**src/rtl/pipe_hazard_ctrl.sv**
```systemverilog
// Hazard/stall sequencer in ID: load-use stall, stack-pop stall and redirect flush control.
// Optional stall-cycle performance counter enabled by defining HAZARD_PERF_CNT_EN.
module pipe_hazard_ctrl #(
    parameter int REG_ADDR_W       = 5,
    parameter int POP_STALL_CYCLES = 2,
    parameter int FLUSH_CYCLES     = 1
) (
    input  logic                  clk,
    input  logic                  rst,
    input  logic [REG_ADDR_W-1:0] id_src1,
    input  logic                  id_src1_vld,
    input  logic [REG_ADDR_W-1:0] id_src2,
    input  logic                  id_src2_vld,
    input  logic [REG_ADDR_W-1:0] ex_dst,
    input  logic                  ex_is_load,
    input  logic                  pc_redirect,
    input  logic                  pop_req,
    output logic                  data_hazard,
    output logic                  PC_hazard,
    output logic                  pop_haz,
    output logic                  flush_ifid,
    output logic                  bubble_idex,
    output logic                  busy,
    output logic [15:0]           stall_cnt
);

    localparam int MAX_CYC = (POP_STALL_CYCLES > FLUSH_CYCLES) ? POP_STALL_CYCLES : FLUSH_CYCLES;
    localparam int CNT_W   = $clog2(MAX_CYC + 1);

    localparam logic [CNT_W-1:0] CNT_ZERO   = CNT_W'(0);
    localparam logic [CNT_W-1:0] CNT_ONE    = CNT_W'(1);
    localparam logic [CNT_W-1:0] CNT_FLUSH  = CNT_W'(FLUSH_CYCLES);
    localparam logic [CNT_W-1:0] CNT_POP    = CNT_W'(POP_STALL_CYCLES - 1);
    localparam bit               POP_MULTI  = (POP_STALL_CYCLES > 1);

    typedef enum logic [1:0] {
        ST_IDLE  = 2'd0,
        ST_POP   = 2'd1,
        ST_FLUSH = 2'd2
    } state_t;

    state_t           state_r;
    state_t           state_nxt_s;
    logic [CNT_W-1:0] cnt_r;
    logic [CNT_W-1:0] cnt_nxt_s;
    logic             load_use_s;
    logic             src1_hit_s;
    logic             src2_hit_s;

    // Load-use detection; register 0 is hard-wired and never creates a hazard.
    always_comb begin
        src1_hit_s = id_src1_vld && (id_src1 == ex_dst);
        src2_hit_s = id_src2_vld && (id_src2 == ex_dst);
        load_use_s = ex_is_load && (ex_dst != {REG_ADDR_W{1'b0}}) && (src1_hit_s || src2_hit_s);
    end

    // Same-cycle stall outputs and next-state/counter selection.
    always_comb begin
        data_hazard = 1'b0;
        PC_hazard   = 1'b0;
        pop_haz     = 1'b0;
        flush_ifid  = 1'b0;
        bubble_idex = 1'b0;
        busy        = 1'b0;
        state_nxt_s = state_r;
        cnt_nxt_s   = cnt_r;
        if (rst) begin
            state_nxt_s = ST_IDLE;
            cnt_nxt_s   = CNT_ZERO;
        end else begin
            case (state_r)
                ST_IDLE: begin
                    flush_ifid  = pc_redirect;
                    bubble_idex = pc_redirect || load_use_s;
                    data_hazard = load_use_s && !pc_redirect;
                    pop_haz     = pop_req && !load_use_s && !pc_redirect;
                    if (pc_redirect) begin
                        state_nxt_s = ST_FLUSH;
                        cnt_nxt_s   = CNT_FLUSH;
                    end else if (pop_haz && POP_MULTI) begin
                        state_nxt_s = ST_POP;
                        cnt_nxt_s   = CNT_POP;
                    end else begin
                        state_nxt_s = ST_IDLE;
                        cnt_nxt_s   = CNT_ZERO;
                    end
                end
                ST_POP: begin
                    busy        = 1'b1;
                    bubble_idex = 1'b1;
                    if (pc_redirect) begin
                        // Redirect kills the pop outright: pop_haz drops this cycle.
                        flush_ifid  = 1'b1;
                        state_nxt_s = ST_FLUSH;
                        cnt_nxt_s   = CNT_FLUSH;
                    end else begin
                        pop_haz = 1'b1;
                        if (cnt_r <= CNT_ONE) begin
                            state_nxt_s = ST_IDLE;
                            cnt_nxt_s   = CNT_ZERO;
                        end else begin
                            state_nxt_s = ST_POP;
                            cnt_nxt_s   = cnt_r - CNT_ONE;
                        end
                    end
                end
                ST_FLUSH: begin
                    busy        = 1'b1;
                    PC_hazard   = 1'b1;
                    flush_ifid  = 1'b1;
                    bubble_idex = 1'b1;
                    if (pc_redirect) begin
                        state_nxt_s = ST_FLUSH;
                        cnt_nxt_s   = CNT_FLUSH;
                    end else if (cnt_r <= CNT_ONE) begin
                        state_nxt_s = ST_IDLE;
                        cnt_nxt_s   = CNT_ZERO;
                    end else begin
                        state_nxt_s = ST_FLUSH;
                        cnt_nxt_s   = cnt_r - CNT_ONE;
                    end
                end
                default: begin
                    // Unreachable encoding: recover to IDLE without asserting anything.
                    state_nxt_s = ST_IDLE;
                    cnt_nxt_s   = CNT_ZERO;
                end
            endcase
        end
    end

    // State and down-counter registers.
    always_ff @(posedge clk) begin
        if (rst) begin
            state_r <= ST_IDLE;
            cnt_r   <= CNT_ZERO;
        end else begin
            state_r <= state_nxt_s;
            cnt_r   <= cnt_nxt_s;
        end
    end

`ifdef HAZARD_PERF_CNT_EN
    logic [15:0] stall_cnt_r;
    logic        stall_any_s;

    assign stall_any_s = data_hazard || pop_haz || PC_hazard;

    // Saturating count of cycles in which any stall is raised.
    always_ff @(posedge clk) begin
        if (rst) begin
            stall_cnt_r <= 16'h0000;
        end else if (stall_any_s && (stall_cnt_r != 16'hFFFF)) begin
            stall_cnt_r <= stall_cnt_r + 16'h0001;
        end else begin
            stall_cnt_r <= stall_cnt_r;
        end
    end

    assign stall_cnt = stall_cnt_r;
`else
    assign stall_cnt = 16'h0000;
`endif

endmodule

```
**config.mk**
```make
export PLATFORM = sky130hd
export DESIGN_NAME = pipe_hazard_ctrl
export DESIGN_NICKNAME = d
export VERILOG_FILES = /design/src/rtl/pipe_hazard_ctrl.sv
export SDC_FILE = /design/constraint.sdc
export NUM_CORES = 1
export LEC_CHECK = 0
export ABC_AREA = 1
export BUFFER_PORTS_ARGS = -buffer_cell sky130_fd_sc_hd__clkbuf_2
export CORE_MARGIN = 10
export CORE_UTILIZATION = 44
export DETAILED_ROUTE_END_ITERATION = 16
export HOLD_SLACK_MARGIN = 0.08
export PLACE_DENSITY_LB_ADDON = 0.25
export SLEW_MARGIN = 20
export SYNTH_ARGS = -nofsm -noshare
export SYNTH_HDL_FRONTEND = slang
export SYNTH_SLANG_ARGS = --single-unit
export TNS_END_PERCENT = 1
```
**constraint.sdc**
```tcl
create_clock -name clk -period 2.1 [get_ports clk]
set_input_delay 0 -clock clk [delete_from_list [all_inputs] [get_ports clk]]
set_output_delay 0 -clock clk [all_outputs]
set_load 0.005 [all_outputs]
```
# --- Word-level counts from Yosys, hierarchy flattened ---
# Cells that the tools add are included.
totals:
  regBits: 4
  input_bits: 22
  output_inout_bits: 22
  wordCells: 47
classes:
  n_addsub: 1
  n_lt_le_gt_ge: 1
  n_eq_ne: 4
  n_mux: 25
  n_reduce_logical: 14
op_table:
  columns: ["operator", "n"]
  rows:
  - ["1-bit two-way mux", 14]
  - ["2-bit two-way mux", 6]
  - ["5-bit == test", 2]
  - ["1-bit logical AND", 7]
  - ["2-bit case mux with 3 select lines", 1]
  - ["5-bit nonzero test", 1]
  - ["1-bit case mux with 2 select lines", 2]
  - ["2-bit case mux with 2 select lines", 1]
  - ["1-bit case mux with 3 select lines", 1]
  - ["2-bit by 1-bit == test with 1-bit output (second input constant)", 1]
  - ["2-bit == test (second input constant)", 1]
  - ["2-bit by 1-bit less-or-equal comparator with 1-bit output (second input constant)", 1]
  - ["1-bit logical NOT", 2]
  - ["2-bit logical NOT", 1]
  - ["1-bit logical OR", 2]
  - ["2-bit OR reduction", 1]
  - ["2-bit by 1-bit subtractor with 2-bit output (second input constant)", 1]

# --- Depth between registers and ports, before layout ---
depth:
  word_depth: 10
  mapped_depth: 11
  mapped_depth_nobuf: 11

# --- Worst setup path before layout ---
# OpenSTA, ideal clock, no wires.
synth_timing:
  path_kind: "register to register"
  startpoint: "reg state_r[1]"
  endpoint: "reg cnt_r[1]"
  setup_time_ps: 80
  t_arrival_ps: 1043
  required_time_ps: 2020
  setup_slack_ps: 978
  stages_incl_launch_ff: 7
  path_buffers: 0
  synth_period_minus_slack_ps: 1122
  cell_sequence: "dfxtp_1 > inv_1 > ha_1 > inv_1 > nor2_1 > inv_1 > nor3b_1"
synth_between:
  elab_chain_cells: 3
  word_cells_on_any_way: 5
  cone_classes: "eq/ne (2); mux (1); reduce/logical (2)"
synth_rtl:
  columns: ["item", "line", "source"]
  rows:
  - ["start, declared", "42", "state_t state_r;"]
  - ["start signal, assigned", "138", "state_r <= state_nxt_s;"]
  - ["2-bit == test or 2-bit by 1-bit == test with 1-bit output (tied branches)", "71", "case (state_r)"]
  - ["2-bit OR reduction (no source line)", null, null]
  - ["2-bit case mux with 2 select lines *", "71", null]
  - ["end signal, assigned", "139", "cnt_r <= cnt_nxt_s;"]
  - ["end, declared", "44", "logic [CNT_W-1:0] cnt_r;"]
# Every way passes the cells marked *; elsewhere a longest branch is shown, timed or not.
# A chain may end at the register's enable or synchronous reset.

# --- Final worst setup path ---
layout_timing:
  startpoint: "reg state_r[1]"
  endpoint: "out bubble_idex"
layout_between:
  elab_chain_cells: 4
  word_cells_on_any_way: 6
  cone_classes: "eq/ne (2); mux (2); reduce/logical (2)"
layout_rtl:
  columns: ["item", "line", "source"]
  rows:
  - ["2-bit == test or 2-bit by 1-bit == test with 1-bit output (tied branches)", "71", null]
  - ["2-bit OR reduction (no source line)", null, null]
  - ["1-bit case mux with 2 select lines *", "71", null]
  - ["1-bit two-way mux *", "67", "if (rst) begin"]
  - ["end, declared", "22", "output logic bubble_idex,"]
# Marks and branches as above.

==> out/metrics.csv <==
stage,metric,value,unit
die,core-area,1350,µm²
cells_and_area,stdcell_area,771,µm²
setup_path,crit_fanout,5,
global_route,grt_max_degree,8,
cells_and_area,regArea,80.1,µm²
yosys,synth_cells,118,
pwr,power,0.280,mW
global_route,use_met2,0.156,
timing,hold_violations,0,
placed_design,portBuffers,27,
timing,finalSetupTns,0,ns
global_route,grt_util_met1,0.0972,
yosys,yosysSeqAreaShare,0.124,
cells_and_area,n_antenna_cell,0,
status,status,"complete, no violations",
setup_path,r2r_slack,0.82,ns
global_route,met3_usage,0.0386,
die,dieArea,3410,µm²
setup_path,path_class,register to primary output,
die,pin_count,44,
min_path,hold_depth,3,
yosys,synth_warnings,0,
global_route,grt-ovfl-total,0,
clocking,clk_latency,0.23,ns
cells_and_area,multiInputGateArea,418,µm²
cells_and_area,fillers,137,
setup_path,critPathRequiredTime,2.10,ns
timing,rsz0062_at_grt,no,
timing,finalCritPeriodShare,0.672,
global_route,grt_pass1_wl,2700,µm
routing,first_iter_violations,23,
yosys,syn_area,648,µm²
setup_path,worstPathArrival,1.41,ns
min_path,hp-class,input pin to register,
die,rows,13,
clocking,postCtsSetupRepairBufs,0,
clocking,cts.clk_slew.worst_paths,0.03,ns
setup_path,critPathTopFamily,simple AND/OR/NAND/NOR gates,
setup_path,path_cells,ha_1 -> nor2_1 -> inv_1 -> nor2_1 -> inv_1 -> nand2_1 -> clkbuf_2,
cells_and_area,finalNetCount,176,
global_route,grt_pass1_vias,660,
setup_path,max_stage_delay,0.34,ns
routing,route.detailed.drc,0,
placed_design,hpwl,1460,µm
timing,fmax,0.708,GHz
pwr,power.leakage,0.516,nW
job,cap_violations,0,
yosys,syn_area_per_cell,5.49,µm²
clocking,cts_buffer_depth,2,
cells_and_area,fin_cells,163,
clocking,root_buffer,clkbuf_4,
clocking,numCtsBuffers,3,
die,die_h,58.4,µm
routing,wl,1620,µm
clocking,htreeDepth,1,
pwr,vdd_ir_drop_max,0.135,mV
setup_path,cp-end-kind,primary output,
global_route,busiest_layer,met2,
die,start_util,0.480,
min_path,hp-start,pc_redirect,
global_route,antenna_found_initial,0,
setup_path,start_kind,register,
placed_design,place.gp.congestion,0.773,
clocking,cts_tree,built,
global_route,grt_use_total,0.0923,
clocking,cts_sinks,4,
pwr,p_per_area,363,nW/µm²
setup_path,rr_worst_depth,6,
yosys,synth_cell_type_count,19,
setup_path,crit_slowest_cell,dfxtp_1,
routing,wl_per_cell,9.92,µm
setup_path,r2r-start,state_r[1],
yosys,ys_seq_elements,4,
setup_path,crit_buf_inv,3,
routing,via_per_inst,4.38,
min_path,hold_end,state_r[1],
placed_design,place_area,738,µm²
timing,slew_viol_final,0,
cells_and_area,drive_gt1_frac,0.250,
die,die_w,58.4,µm
placed_design,placedCellCount,159,
setup_path,r2r-end,cnt_r[1],
clocking,ctsResizeCount,0,
routing,firstDrtPassIters,4,
timing,post-route-min-period,1.41,ns
routing,num_vias,714,
timing,fin_skew,0.00634,ns
timing,finalSetupViolCount,0,
routing,drtAntennaViolNets,0,
cells_and_area,areaGrowthSynthToFinish,18.9,%
registers in the layout, summed over array words and instances, names as in the netlist:
register,cells
state_r,2
cnt_r,2
Yosys cell counts:
cell type	instances	area (µm²)
buf_4	16	120
nor3b_1	1	7.51
inv_1	20	75.1
ha_1	4	50.1
nand4_1	1	6.26
a21oi_1	2	10.0
conb_1	1	3.75
nor2_1	16	60.1
nand2_1	37	139
dfxtp_1	4	80.1
o21ai_1	2	10.0
a211oi_1	1	7.51
inv_2	3	11.3
nand3_2	1	10.0
nor4_2	1	12.5
o21ai_0	2	10.0
nand2_2	2	12.5
o211ai_1	1	7.51
nand3_1	3	15.0
cell families (layout without fill, tap and decap cells):
| family | after synthesis | in the layout | share of synthesized area |
|---|---|---|---|
| flip-flops | 4 | 4 | 0.124 |
| buffers and inverters | 39 | 54 | 0.319 |
| AO/OA/AOI/OAI | 8 | 8 | 0.0695 |
| other | 1 | 16 | 0.00579 |
| adder cells (fa/ha/maj) | 4 | 4 | 0.0772 |
| AND/OR/NAND/NOR | 62 | 62 | 0.405 |
final cells by class:
cell class,count,share of cell area
clock buffer,3,0.0292
inverter,23,0.112
multi-input combinational,90,0.542
sequential,4,0.104
tap,15,0.0244
timing repair buffer,28,0.188
tightest hold or removal path: cells and delay by family:
| kind | cells | cell delay, ns |
|---|---|---|
| buffers and inverters | 1 | 0.14 |
| AOI/OAI and AO/OA | 2 | 0.15 |
placed cells by master, fill, tap and decap left out:
cell / count
nand3_1: 3
inv_1: 20
o21ai_0: 2
clkbuf_4: 3
a211oi_1: 1
nand3_2: 1
nor4_2: 1
nor3b_1: 1
o21ai_1: 2
inv_2: 3
conb_1: 16
ha_1: 4
nor2_1: 16
nand2_2: 2
nand4_1: 1
nand2_1: 37
dfxtp_1: 4
clkbuf_2: 27
o211ai_1: 1
a21oi_1: 2
dlygate4sd3_1: 1
where the power goes:
part | switching [mW] | internal, mW
sequential | 0.00261 | 0.0804
combinational | 0.0621 | 0.0421
clock | 0.0288 | 0.0637
total | 0.0935 | 0.186
metal layers:
metal,vias to the layer above,wire length [µm]
li1,382,-
met1,293,632
met2,37,759
met3,2,201
met4,0,22
met5,-,0
worst max-delay path by stage:
stage	startpoint	to	cells past startpoint
2_1_floorplan	state_r[1]	cnt_r[1]	6
3_3_place_gp	state_r[1]	cnt_r[1]	6
3_5_place_dp	state_r[0]	cnt_r[1]	6
4_1_cts	state_r[0]	bubble_idex	7
5_1_grt	state_r[0]	bubble_idex	7
6_report	state_r[1]	bubble_idex	7
what timing repair did:
item,CTS,global route
hold buffers,1,0
endpoints found under the setup margin,0,0
endpoints found under the hold margin,1,0
through the flow:
step                hold WS [ns]  worst slack [ns]  utilization
floorplan                 0.0261             0.978            -
global placement           0.299             0.929        0.547
detailed placement         0.299             0.839        0.547
CTS                        0.114             0.683        0.571
global route               0.150             0.511        0.571
finish                     0.120             0.688        0.571
Power figures use the tool's default switching activity.
